### src/rtl/mips_pkg.sv
`default_nettype none
// +----------------------------------------------------------------------+
// | mips_pkg : shared types and constants for the multi-cycle MIPS core  |
// | Rev 1.0                                                              |
// +----------------------------------------------------------------------+
package mips_pkg;

   typedef enum logic [1:0] {
      IDLE = 2'd0,
      REQ  = 2'd1,
      DONE = 2'd2,
      ERR  = 2'd3
   } memstate_t;

   typedef enum logic [3:0] {
      S_FETCH    = 4'd0,
      S_DECODE   = 4'd1,
      S_MEMADR   = 4'd2,
      S_MEMRD    = 4'd3,
      S_MEMWB    = 4'd4,
      S_MEMWR    = 4'd5,
      S_EXECUTE  = 4'd6,
      S_ALUWB    = 4'd7,
      S_BRANCH   = 4'd8,
      S_ADDIEX   = 4'd9,
      S_ADDIWB   = 4'd10,
      S_JUMP     = 4'd11
   } ctrlstate_t;

   localparam logic [5:0] OP_RTYPE = 6'h00;
   localparam logic [5:0] OP_J     = 6'h02;
   localparam logic [5:0] OP_BEQ   = 6'h04;
   localparam logic [5:0] OP_ADDI  = 6'h08;
   localparam logic [5:0] OP_LW    = 6'h23;
   localparam logic [5:0] OP_SW    = 6'h2B;

   function automatic logic is_word_aligned(input logic [1:0] lsb);
      return lsb == 2'b00;
   endfunction

endpackage
`default_nettype wire

### src/rtl/memtimer.sv
`default_nettype none
// +----------------------------------------------------------------------+
// | memtimer : counts REQ cycles and flags the last one allowed          |
// | Rev 1.0                                                              |
// +----------------------------------------------------------------------+
module memtimer #(
   parameter int TIMEOUT = 16
) (
   input  logic clk,
   input  logic reset_n,
   input  logic clr,
   input  logic en,
   output logic expired
);

   localparam int            CW   = $clog2(TIMEOUT + 1);
   localparam logic [CW-1:0] LAST = CW'(TIMEOUT - 1);
   localparam logic [CW-1:0] TOP  = CW'(TIMEOUT);

   logic [CW-1:0] count_q, count_d;

   always_comb begin
      count_d = count_q;
      if (clr)
         count_d = '0;
      else if (en && count_q != TOP)
         count_d = count_q + 1'b1;
   end

   always_ff @(posedge clk or negedge reset_n) begin
      if (!reset_n)
         count_q <= '0;
      else
         count_q <= count_d;
   end

   // High during the TIMEOUT-th enabled cycle, when the count is about to reach TIMEOUT.
   assign expired = en && (count_q == LAST);

endmodule
`default_nettype wire

### src/rtl/memctrl.sv
`default_nettype none
// +----------------------------------------------------------------------+
// | memctrl : req/ack memory bus controller with stall and sticky error  |
// | Rev 1.0                                                              |
// +----------------------------------------------------------------------+
module memctrl
   import mips_pkg::*;
#(
   parameter int WIDTH   = 32,
   parameter int TIMEOUT = 16
) (
   input  logic             clk,
   input  logic             reset_n,
   input  logic             rd_req,
   input  logic             wr_req,
   input  logic [WIDTH-1:0] addr,
   input  logic [WIDTH-1:0] wdata,
   output logic [WIDTH-1:0] rdata,
   output logic             done,
   output logic             stall,
   output logic             bus_err,
   output logic             mem_req,
   output logic             mem_we,
   output logic [WIDTH-1:0] mem_addr,
   output logic [WIDTH-1:0] mem_wdata,
   input  logic [WIDTH-1:0] mem_rdata,
   input  logic             mem_ack
);

   memstate_t        state_q, state_d;
   logic [WIDTH-1:0] rdata_q, rdata_d;
   logic [WIDTH-1:0] mem_addr_q, mem_addr_d;
   logic [WIDTH-1:0] mem_wdata_q, mem_wdata_d;
   logic             mem_we_q, mem_we_d;
   logic             req;
   logic             tmr_clr, tmr_en, tmr_expired;

   assign req = rd_req | wr_req;

   memtimer #(.TIMEOUT(TIMEOUT)) u_memtimer (
      .clk     (clk),
      .reset_n (reset_n),
      .clr     (tmr_clr),
      .en      (tmr_en),
      .expired (tmr_expired)
   );

   always_comb begin
      state_d     = state_q;
      rdata_d     = rdata_q;
      mem_addr_d  = mem_addr_q;
      mem_wdata_d = mem_wdata_q;
      mem_we_d    = mem_we_q;
      tmr_clr     = 1'b0;
      tmr_en      = 1'b0;
      case (state_q)
         IDLE: begin
            if (req) begin
               tmr_clr = 1'b1;
               if (is_word_aligned(addr[1:0])) begin
                  mem_addr_d  = addr;
                  mem_wdata_d = wdata;
                  mem_we_d    = wr_req;
                  state_d     = REQ;
               end else begin
                  state_d = ERR;
               end
            end
         end
         REQ: begin
            tmr_en = 1'b1;
            // An ack on the final allowed cycle still completes the access.
            if (mem_ack) begin
               if (!mem_we_q)
                  rdata_d = mem_rdata;
               state_d = DONE;
            end else if (tmr_expired) begin
               state_d = ERR;
            end
         end
         DONE:    state_d = IDLE;
         ERR:     state_d = ERR;
         default: state_d = IDLE;
      endcase
   end

   always_ff @(posedge clk or negedge reset_n) begin
      if (!reset_n) begin
         state_q     <= IDLE;
         rdata_q     <= '0;
         mem_addr_q  <= '0;
         mem_wdata_q <= '0;
         mem_we_q    <= 1'b0;
      end else begin
         state_q     <= state_d;
         rdata_q     <= rdata_d;
         mem_addr_q  <= mem_addr_d;
         mem_wdata_q <= mem_wdata_d;
         mem_we_q    <= mem_we_d;
      end
   end

   assign rdata     = rdata_q;
   assign mem_addr  = mem_addr_q;
   assign mem_wdata = mem_wdata_q;
   assign mem_we    = mem_we_q;
   assign mem_req   = (state_q == REQ);
   assign done      = (state_q == DONE);
   assign bus_err   = (state_q == ERR);
   assign stall     = ((state_q == IDLE) && req) || (state_q == REQ) || (state_q == ERR);

endmodule
`default_nettype wire

### config.mk
export PLATFORM = sky130hd
export DESIGN_NAME = memctrl
export DESIGN_NICKNAME = d
export VERILOG_FILES = /design/src/rtl/mips_pkg.sv /design/src/rtl/memtimer.sv /design/src/rtl/memctrl.sv
export SDC_FILE = /design/constraint.sdc
export NUM_CORES = 1
export LEC_CHECK = 0
export BUFFER_PORTS_ARGS = -buffer_cell sky130_fd_sc_hd__buf_2
export CAP_MARGIN = 0
export CORE_MARGIN = 4
export CORE_UTILIZATION = 46
export DETAILED_ROUTE_END_ITERATION = 12
export PLACE_DENSITY = 0.87
export SLEW_MARGIN = 20
export SYNTH_ARGS = -nofsm -noshare
export SYNTH_HDL_FRONTEND = slang
export SYNTH_SLANG_ARGS = --single-unit
### constraint.sdc
create_clock -name clk -period 2.3 [get_ports clk]
set_clock_uncertainty 0.1 [all_clocks]
set_input_delay 0.345 -clock clk [delete_from_list [all_inputs] [get_ports clk]]
set_output_delay 0.345 -clock clk [all_outputs]
set_load 0.03 [all_outputs]
# Word-level counts from Yosys, hierarchy flattened
# Cells that the tools add are included.
word_totals:
  regBits: 104
  latchBits: 0
  ramBits: 0
  rom_bits: 0
  input_bits: 101
  output_inout_bits: 101
  word_cells: 37
  n_memories: 0
op_classes:
  add_sub_neg: 1
  multipliers: 0
  div_mod_pow: 0
  n_lt_le_gt_ge: 0
  eq_ne: 7
  n_shift: 0
  n_mux: 10
  bitwise_logic: 2
  n_reduce_logical: 11
op_table:
  columns: ["operator", "n"]
  rows:
  - ["2-to-1 mux 5 bit", 2]
  - ["2-to-1 mux 2 bit", 4]
  - ["one-hot mux 2 bit (4 select lines)", 1]
  - ["AND reduction 3 bit", 2]
  - ["adder 5 x 1 -> 5 bit (second input constant)", 1]
  - ["equality test 5 x 4 -> 1 bit (second input constant)", 1]
  - ["inequality test 5 bit (second input constant)", 1]
  - ["equality test 2 bit (second input constant)", 2]
  - ["logical NOT 2 bit", 2]
  - ["logical AND 1 bit", 3]
  - ["2-to-1 mux 1 bit", 3]
  - ["inequality test 3 x 1 -> 1 bit (second input constant)", 1]
  - ["equality test 2 x 1 -> 1 bit (second input constant)", 1]
  - ["logical OR 1 bit", 2]
  - ["inequality test 2 bit (second input constant)", 1]
  - ["AND reduction 2 bit", 1]
  - ["nonzero test 2 bit", 1]
  - ["NOT 1 bit", 1]
  - ["bitwise OR 1 bit", 1]

# Depth between registers and ports, before layout
# Gate-level depths: netlist of the first run.
depth:
  depth_word: 6
  ltp_mapped: 5
  mapped_depth_nobuf: 5

# Modules after synthesis
# A second synthesis of the first run with hierarchy kept.
unflattened:
  hier_cells: 252
  area_unflattened_um2: 4061.4
by_module_without_submodules:
  columns: ["module", "instances", "cells_per_inst", "area_each_um2", "seq_area_each_um2"]
  rows:
  - ["memctrl", 1, 221, 3762.4, 2477.4]
  - ["memtimer", 1, 31, 299.0, 125.1]

# Least setup slack after synthesis of the first run
# Ideal clock, no wire load.
synth_path:
  path_kind: "flip-flop to flip-flop"
  start: "reg state_q[1]"
  end: "reg mem_addr_q[10] (netlist: mem_addr[10])"
  setup_ns: 0.125
  arrival_ns: 1.726
  required_ns: 2.075
  path_slack_ns: 0.349
  path_stages_with_launch: 6
  n_path_buf: 2
  synth_period_minus_slack_ns: 1.951
  path_cell_list: "dfrtp_1 -> or2_4 -> or4_4 -> buf_6 -> buf_6 -> mux2_4"
synth_between:
  elab_chain_len: 2
synth_lines:
  columns: ["element", "line", "rtl"]
  rows:
  - ["start, declared", "memctrl.sv:30", "memstate_t state_q, state_d;"]
  - ["start signal, assigned", "memctrl.sv:95", "state_q <= state_d;"]
  - ["logical NOT 2 bit", "memctrl.sv:56", "case (state_q)"]
  - ["AND reduction 3 bit (no line)", null, null]
  - ["end signal, assigned", "memctrl.sv:97", "mem_addr_q <= mem_addr_d;"]
  - ["end, declared", "memctrl.sv:32", "logic [WIDTH-1:0] mem_addr_q, mem_addr_d;"]
# No other way between the ends.
# A chain may end at the register's enable or synchronous reset.

# Worst setup path after layout of the first run
layout_path:
  start: "reg state_q[1]"
  end: "out stall"
layout_between:
  elab_chain_len: 4
  elab_cells_between_ends: 6
  cone_classes: "eq/ne (2); reduce/logical (4)"
layout_lines:
  columns: ["element", "line", "rtl"]
  rows:
  - ["logical NOT 2 bit", "memctrl.sv:110", "assign stall = ((state_q == IDLE) && req) || (state_q == REQ) || (state_q == ERR);"]
  - ["logical AND 1 bit", "memctrl.sv:110", null]
  - ["logical OR 1 bit", "memctrl.sv:110", null]
  - ["logical OR 1 bit *", "memctrl.sv:110", null]
  - ["end, declared", "memctrl.sv:20", "output logic stall,"]
# Mark *: on every way between the ends. The rest lies on a longest branch, timed or not.

==> impl_metrics.py, run 1 <==
metrics = {
    "run_status": {
        "outcome": "completed",
    },
    "clock_tree": {
        "clock-sinks": 104,
        "cts_resized": 0,
        "clkTransAtPathRegs_ns": 0.10,
        "cts_tree": "yes",
        "root_buffer": "clkbuf_8",
        "cts_inserted_buffers": 9,
        "h-tree-depth": 3,
        "worstSkewPairLatency_ns": 0.35,
        "clk_path_buf_depth": 2,
    },
    "synth": {
        "synthDistinctLibCells": 26,
        "ys_seq_area_share_pct": 61.8,
        "ys_top_cells_by_area": "dfrtp_1 (62%), mux2_4 (17%), mux2_2 (12%)",
        "synth_top_cell_by_area": "dfrtp_1",
        "postSynthRegisterBits": 104,
        "synth_cells": 250,
        "syn_nets": 354,
        "synth_top_cell_area_share_pct": 61.8,
        "syn_area_per_cell_um2": 16.8,
        "syn_area_um2": 4210,
        "ys_warn_count": 0,
    },
    "final_layout": {
        "nets": 562,
        "area_delta_synth_final_pct": 32.4,
        "fin_area_um2": 5570,
        "antennaDiodeCount": 0,
        "layout-drive-gt1-share_pct": 68.6,
    },
    "die": {
        "die_h_um": 104,
        "fp.dieW_um": 104,
        "ioPinCount": 202,
        "start_util_pct": 47.8,
        "die_area_um2": 10700,
        "core_um2": 8810,
        "fp-row-count": 34,
    },
    "power_and_ir_drop": {
        "p_leak_nw": 3.00,
        "pwr_density_cell_nw_per_um2": 1600,
        "ir_drop_v": 0.000799,
    },
    "sta": {
        "slew_violations": 0,
        "worstMarginPinSlew_ns": 0.498,
        "setup_violations": 0,
        "setup_tns_ns": 0,
        "max_freq_mhz": 467,
        "max_slew_margin_pct": 66.8,
        "final_hold_viol_count": 0,
        "period_needed_ns": 2.14,
        "grt_setup_unrepaired": "false",
        "fin_crit_sh_pct": 93.1,
    },
    "route": {
        "post_drt_wl_per_cell_um": 16.3,
        "drtPass1Iterations": 4,
        "drtIter0Drc": 72,
        "post-route-drc-count": 0,
        "routed-via-count": 2771,
        "wirelength_mm": 9.31,
        "via_per_inst": 4.86,
        "ant_nets": 0,
    },
    "run": {
        "drv_cap": 0,
    },
    "global_routing": {
        "grt_most_used_layer": "met2",
        "use_met1_pct": 20.7,
        "grt_util_met2_pct": 29.0,
        "antenna_found_initial": 1,
        "grtUsageTotal_pct": 17.1,
        "grt_overflow": 0,
        "grt_max_degree": 55,
        "grt_pass1_wl_mm": 14.9,
        "grt_pass1_vias": 2952,
        "use_met3_pct": 5.41,
    },
    "hold_path": {
        "hold_class": "in2reg",
        "whs_path_depth": 2,
    },
    "setup_path": {
        "cp.arrival_ns": 1.70,
        "startpoint_type": "flip-flop",
        "ff2ff_path_depth": 4,
        "critPathKind": "reg2out",
        "critPathCaptureType": "output port",
        "cp_max_fo": 6,
        "worstPathRequired_ns": 1.86,
    },
    "placement": {
        "port_buffers": 201,
        "hpwl_mm": 7.12,
        "post_dp_cell_area_um2": 5350,
        "gp_congestion": 0.786,
    },
}
-- Yosys cell counts --
master and number:
buf_6 6, dfrtp_1 104, xor2_1 1, nor4bb_1 1
nor2_1 3, nor3_1 1, mux2_4 48, mux2i_1 3
o211ai_1 1, nor2b_1 2, a32o_1 1, and3_1 1
or2_4 1, o31ai_1 1, or4_4 1, mux2_2 45
ha_1 3, or2_2 1, buf_2 4, o21ai_0 6
inv_1 6, nand2_1 2, nand2b_1 2, and2_1 3
nand3_1 1, mux2_1 2
-- critical path: stages, from the launching register on --
cell      delay (ns)
dfrtp_1         0.43
or2_4           0.29
or2_2           0.34
nand2b_1        0.08
buf_2           0.20
-- cells by family (layout without fill, tap and decap cells) --
group	Yosys count	in the layout	share of synthesized area, %
fa+ha+maj	3	3	0.892
mux	98	98	30.4
compound gates	9	9	1.31
flops	104	104	61.8
xor+xnor	1	1	0.208
buf+inv	16	228	2.62
simple gates	19	19	2.73
-- flip-flops by register name, indices dropped and copies added, names as in the netlist --
| name | cells |
|---|---|
| mem_wdata | 32 |
| u_memtimer.count_q | 5 |
| mem_we | 1 |
| rdata | 32 |
| mem_addr | 32 |
| state_q | 2 |
-- power breakdown --
part           switching, W  total (W)  internal [W]
combinational       0.00271    0.00447       0.00175
sequential         0.000492    0.00321       0.00272
clock              0.000591    0.00124      0.000644
total               0.00380    0.00891       0.00512
-- layout make-up --
cell class | instances | area, um^2
clock inverter | 4 | 77.6
timing repair buffer | 207 | 1090
tap | 108 | 135
multi-input combinational | 130 | 1500
sequential | 104 | 2600
clock buffer | 11 | 141
fill | 667 | 3230
inverter | 6 | 22.5
-- path summary, 6_finish.rpt --
| path | start | to | slack [ns] |
|---|---|---|---|
| max in group asynchronous | reset_n | mem_addr[30] | 1.03 |
| max | state_q[1] | stall | 0.16 |
| min | addr[4] | mem_addr[4] | 0.11 |
| min reg2reg | rdata[15] | rdata[15] | 0.39 |
| max reg2reg | state_q[1] | mem_addr[16] | 0.26 |
| min in group asynchronous | reset_n | rdata[2] | 0.41 |
-- metal layers --
metal / part of all wire [%] / up-vias
met4: 2.3 / 2
li1: - / 1288
met2: 50 / 117
met3: 6.7 / 22
met1: 41 / 1342
met5: 0.14 / -
-- per-stage QoR --
step	setup WS, ns	util, %	std cells	power, W	hold slack (ns)
floorplan	0.349	-	250	0.00639	-0.0506
global placement	0.346	60.7	554	0.00761	0.236
detailed placement	0.297	60.7	554	0.00776	0.248
CTS	0.140	63.3	570	0.00901	0.0929
global route	0.0489	63.3	570	0.00938	0.0838
finish	0.159	63.3	570	0.00891	0.113
-- cell usage in the layout (no fill, tap or decap), types with 3 or more instances in the layout --
master,synthesis,final
and2_1,3,3
buf_12,0,3
buf_2,4,200
buf_4,0,3
clkbuf_8,0,10
dfrtp_1,104,104
ha_1,3,3
inv_1,6,6
mux2_2,45,45
mux2_4,48,48
mux2i_1,3,3
nor2_1,3,3
o21ai_0,6,6
-- what timing repair did --
action                    4_1_cts  5_1_grt
setup buffers                   0        0
hold endpoints to repair       35        0
hold buffers                    1        0
(Power assumes the default switching activity.)
==> inputs of run 2 (changes only) <==
--- a/config.mk
+++ b/config.mk
@@ -10,7 +10,7 @@
 export CORE_MARGIN = 4
 export CORE_UTILIZATION = 46
 export DETAILED_ROUTE_END_ITERATION = 12
-export PLACE_DENSITY = 0.87
+export PLACE_DENSITY_LB_ADDON = 0.05
 export SLEW_MARGIN = 20
 export SYNTH_ARGS = -nofsm -noshare
 export SYNTH_HDL_FRONTEND = slang
==> impl_metrics.py, run 2 (synthesized netlist as in run 1, its figures left out) <==
metrics = {
    "run_status": {
        "outcome": "completed",
    },
    "run": {
        "drv_cap": 0,
    },
    "die": {
        "ioPinCount": 202,
        "start_util_pct": 47.8,
        "die_area_um2": 10700,
        "die_h_um": 104,
        "fp-row-count": 34,
        "core_um2": 8810,
        "fp.dieW_um": 104,
    },
    "placement": {
        "dp_slack_ns": 0.311,
        "gp_congestion": 0.774,
        "port_buffers": 201,
        "hpwl_mm": 6.98,
        "post_dp_cell_area_um2": 5370,
        "dpl.cell_count": 554,
    },
    "sta": {
        "max_freq_mhz": 470,
        "setup_violations": 0,
        "finalWorstSetupSlack_ns": 0.173,
        "setup_tns_ns": 0,
        "fin_crit_sh_pct": 92.5,
        "hold_slack_ns": 0.103,
        "final_hold_viol_count": 0,
        "period_needed_ns": 2.13,
        "grt_setup_unrepaired": "false",
        "max_slew_margin_pct": 57.5,
        "slew_violations": 0,
        "worstMarginPinSlew_ns": 0.638,
    },
    "clock_tree": {
        "worstSkewPairLatency_ns": 0.35,
        "clock-sinks": 104,
        "hold_buffers": 1,
        "cts_setup_buffers": 0,
        "clkTransAtPathRegs_ns": 0.10,
        "cts_tree": "yes",
        "cts_inserted_buffers": 9,
        "clk_path_buf_depth": 2,
        "cts_resized": 0,
        "root_buffer": "clkbuf_8",
        "h-tree-depth": 3,
    },
    "route": {
        "wirelength_mm": 9.25,
        "routed-via-count": 2734,
        "post_drt_wl_per_cell_um": 16.2,
        "via_per_inst": 4.80,
        "post-route-drc-count": 0,
        "drtIter0Drc": 114,
        "ant_nets": 0,
        "drtPass1Iterations": 4,
    },
    "global_routing": {
        "grt_max_degree": 48,
        "antenna_found_initial": 0,
        "grtUsageTotal_pct": 17.9,
        "grt_pass1_vias": 2936,
        "grt_pass1_wl_mm": 15.5,
        "grt_overflow": 0,
    },
    "setup_path": {
        "critPathCaptureType": "output port",
        "startpoint": "state_q[1]",
        "cp.arrival_ns": 1.68,
        "cp_max_fo": 6,
        "ff2ff_path_depth": 4,
        "r2r-end": "mem_addr[20]",
        "crit_path_end": "stall",
        "startpoint_type": "flip-flop",
        "critPathKind": "reg2out",
        "r2r_slack_ns": 0.28,
        "worstPathRequired_ns": 1.86,
        "r2r-start": "state_q[1]",
    },
    "final_layout": {
        "fin_area_um2": 5590,
        "layout_common_cells": "buf_2 (200), dfrtp_1 (104), mux2_4 (48), mux2_2 (45), clkbuf_8 (9)",
        "area_delta_synth_final_pct": 32.8,
        "fin_cells": 570,
        "antennaDiodeCount": 0,
        "layout-drive-gt1-share_pct": 68.6,
        "nets": 562,
        "multi_input_comb_area_um2": 1500,
        "final_common_cell": "buf_2",
        "regArea_um2": 2600,
        "nFillCells": 724,
    },
    "hold_path": {
        "hold_class": "in2reg",
    },
    "power_and_ir_drop": {
        "pwr_density_cell_nw_per_um2": 1590,
        "ir_drop_v": 0.000724,
        "p_leak_nw": 3.00,
    },
}
==> run 2: changes by cell type in the layout (fill, tap and decap cells not counted), sizes merged <==
cell,delta
clkinvlp,+1
clkbuf,-1
==> run 2: worst min path at each step <==
stage,start,endpoint,depth (start not counted)
final,mem_rdata[16],rdata[16],2
after global routing,wdata[14],mem_wdata[14],2
after CTS,mem_rdata[16],rdata[16],2
after detailed placement,reset_n,rdata[25],1
after global placement,reset_n,rdata[25],1
after floorplan,reset_n,mem_addr[0],0
==> run 2: power breakdown <==
group | switching, W | leakage [nW] | internal [W] | total [W]
Combinational | 0.00272 | 1.64 | 0.00177 | 0.00448
Sequential | 0.000469 | 1.26 | 0.00272 | 0.00319
Clock | 0.000595 | 0.103 | 0.000610 | 0.00121
Total | 0.00378 | 3.00 | 0.00510 | 0.00888
==> run 2: per-stage QoR <==
stage	power, W	util [%]
after floorplan	0.00639	-
after global placement	0.00767	61.0
after detailed placement	0.00776	61.0
after CTS	0.00898	63.5
after global routing	0.00940	63.5
final	0.00888	63.5
==> run 2: critical path: stages (launching register included) <==
cell	delay [ns]
dfrtp_1	0.43
or2_4	0.29
or2_2	0.34
nand2b_1	0.08
buf_2	0.20
==> run 2: cell type report <==
cell class / count / share of cell area, %
Sequential cell: 104 / 46.6
Multi-Input combinational cell: 130 / 26.9
Timing Repair Buffer: 207 / 20.0
Tap cell: 108 / 2.42
Clock buffer: 10 / 2.28
Clock inverter: 5 / 1.46
Inverter: 6 / 0.403
==> run 2: routing by layer <==
layer | wire length [um] | global-route usage [%]
met5 | 0 | 0
met4 | 206 | 5.51
met3 | 640 | 5.97
met2 | 4450 | 28.6
met1 | 3950 | 23.2
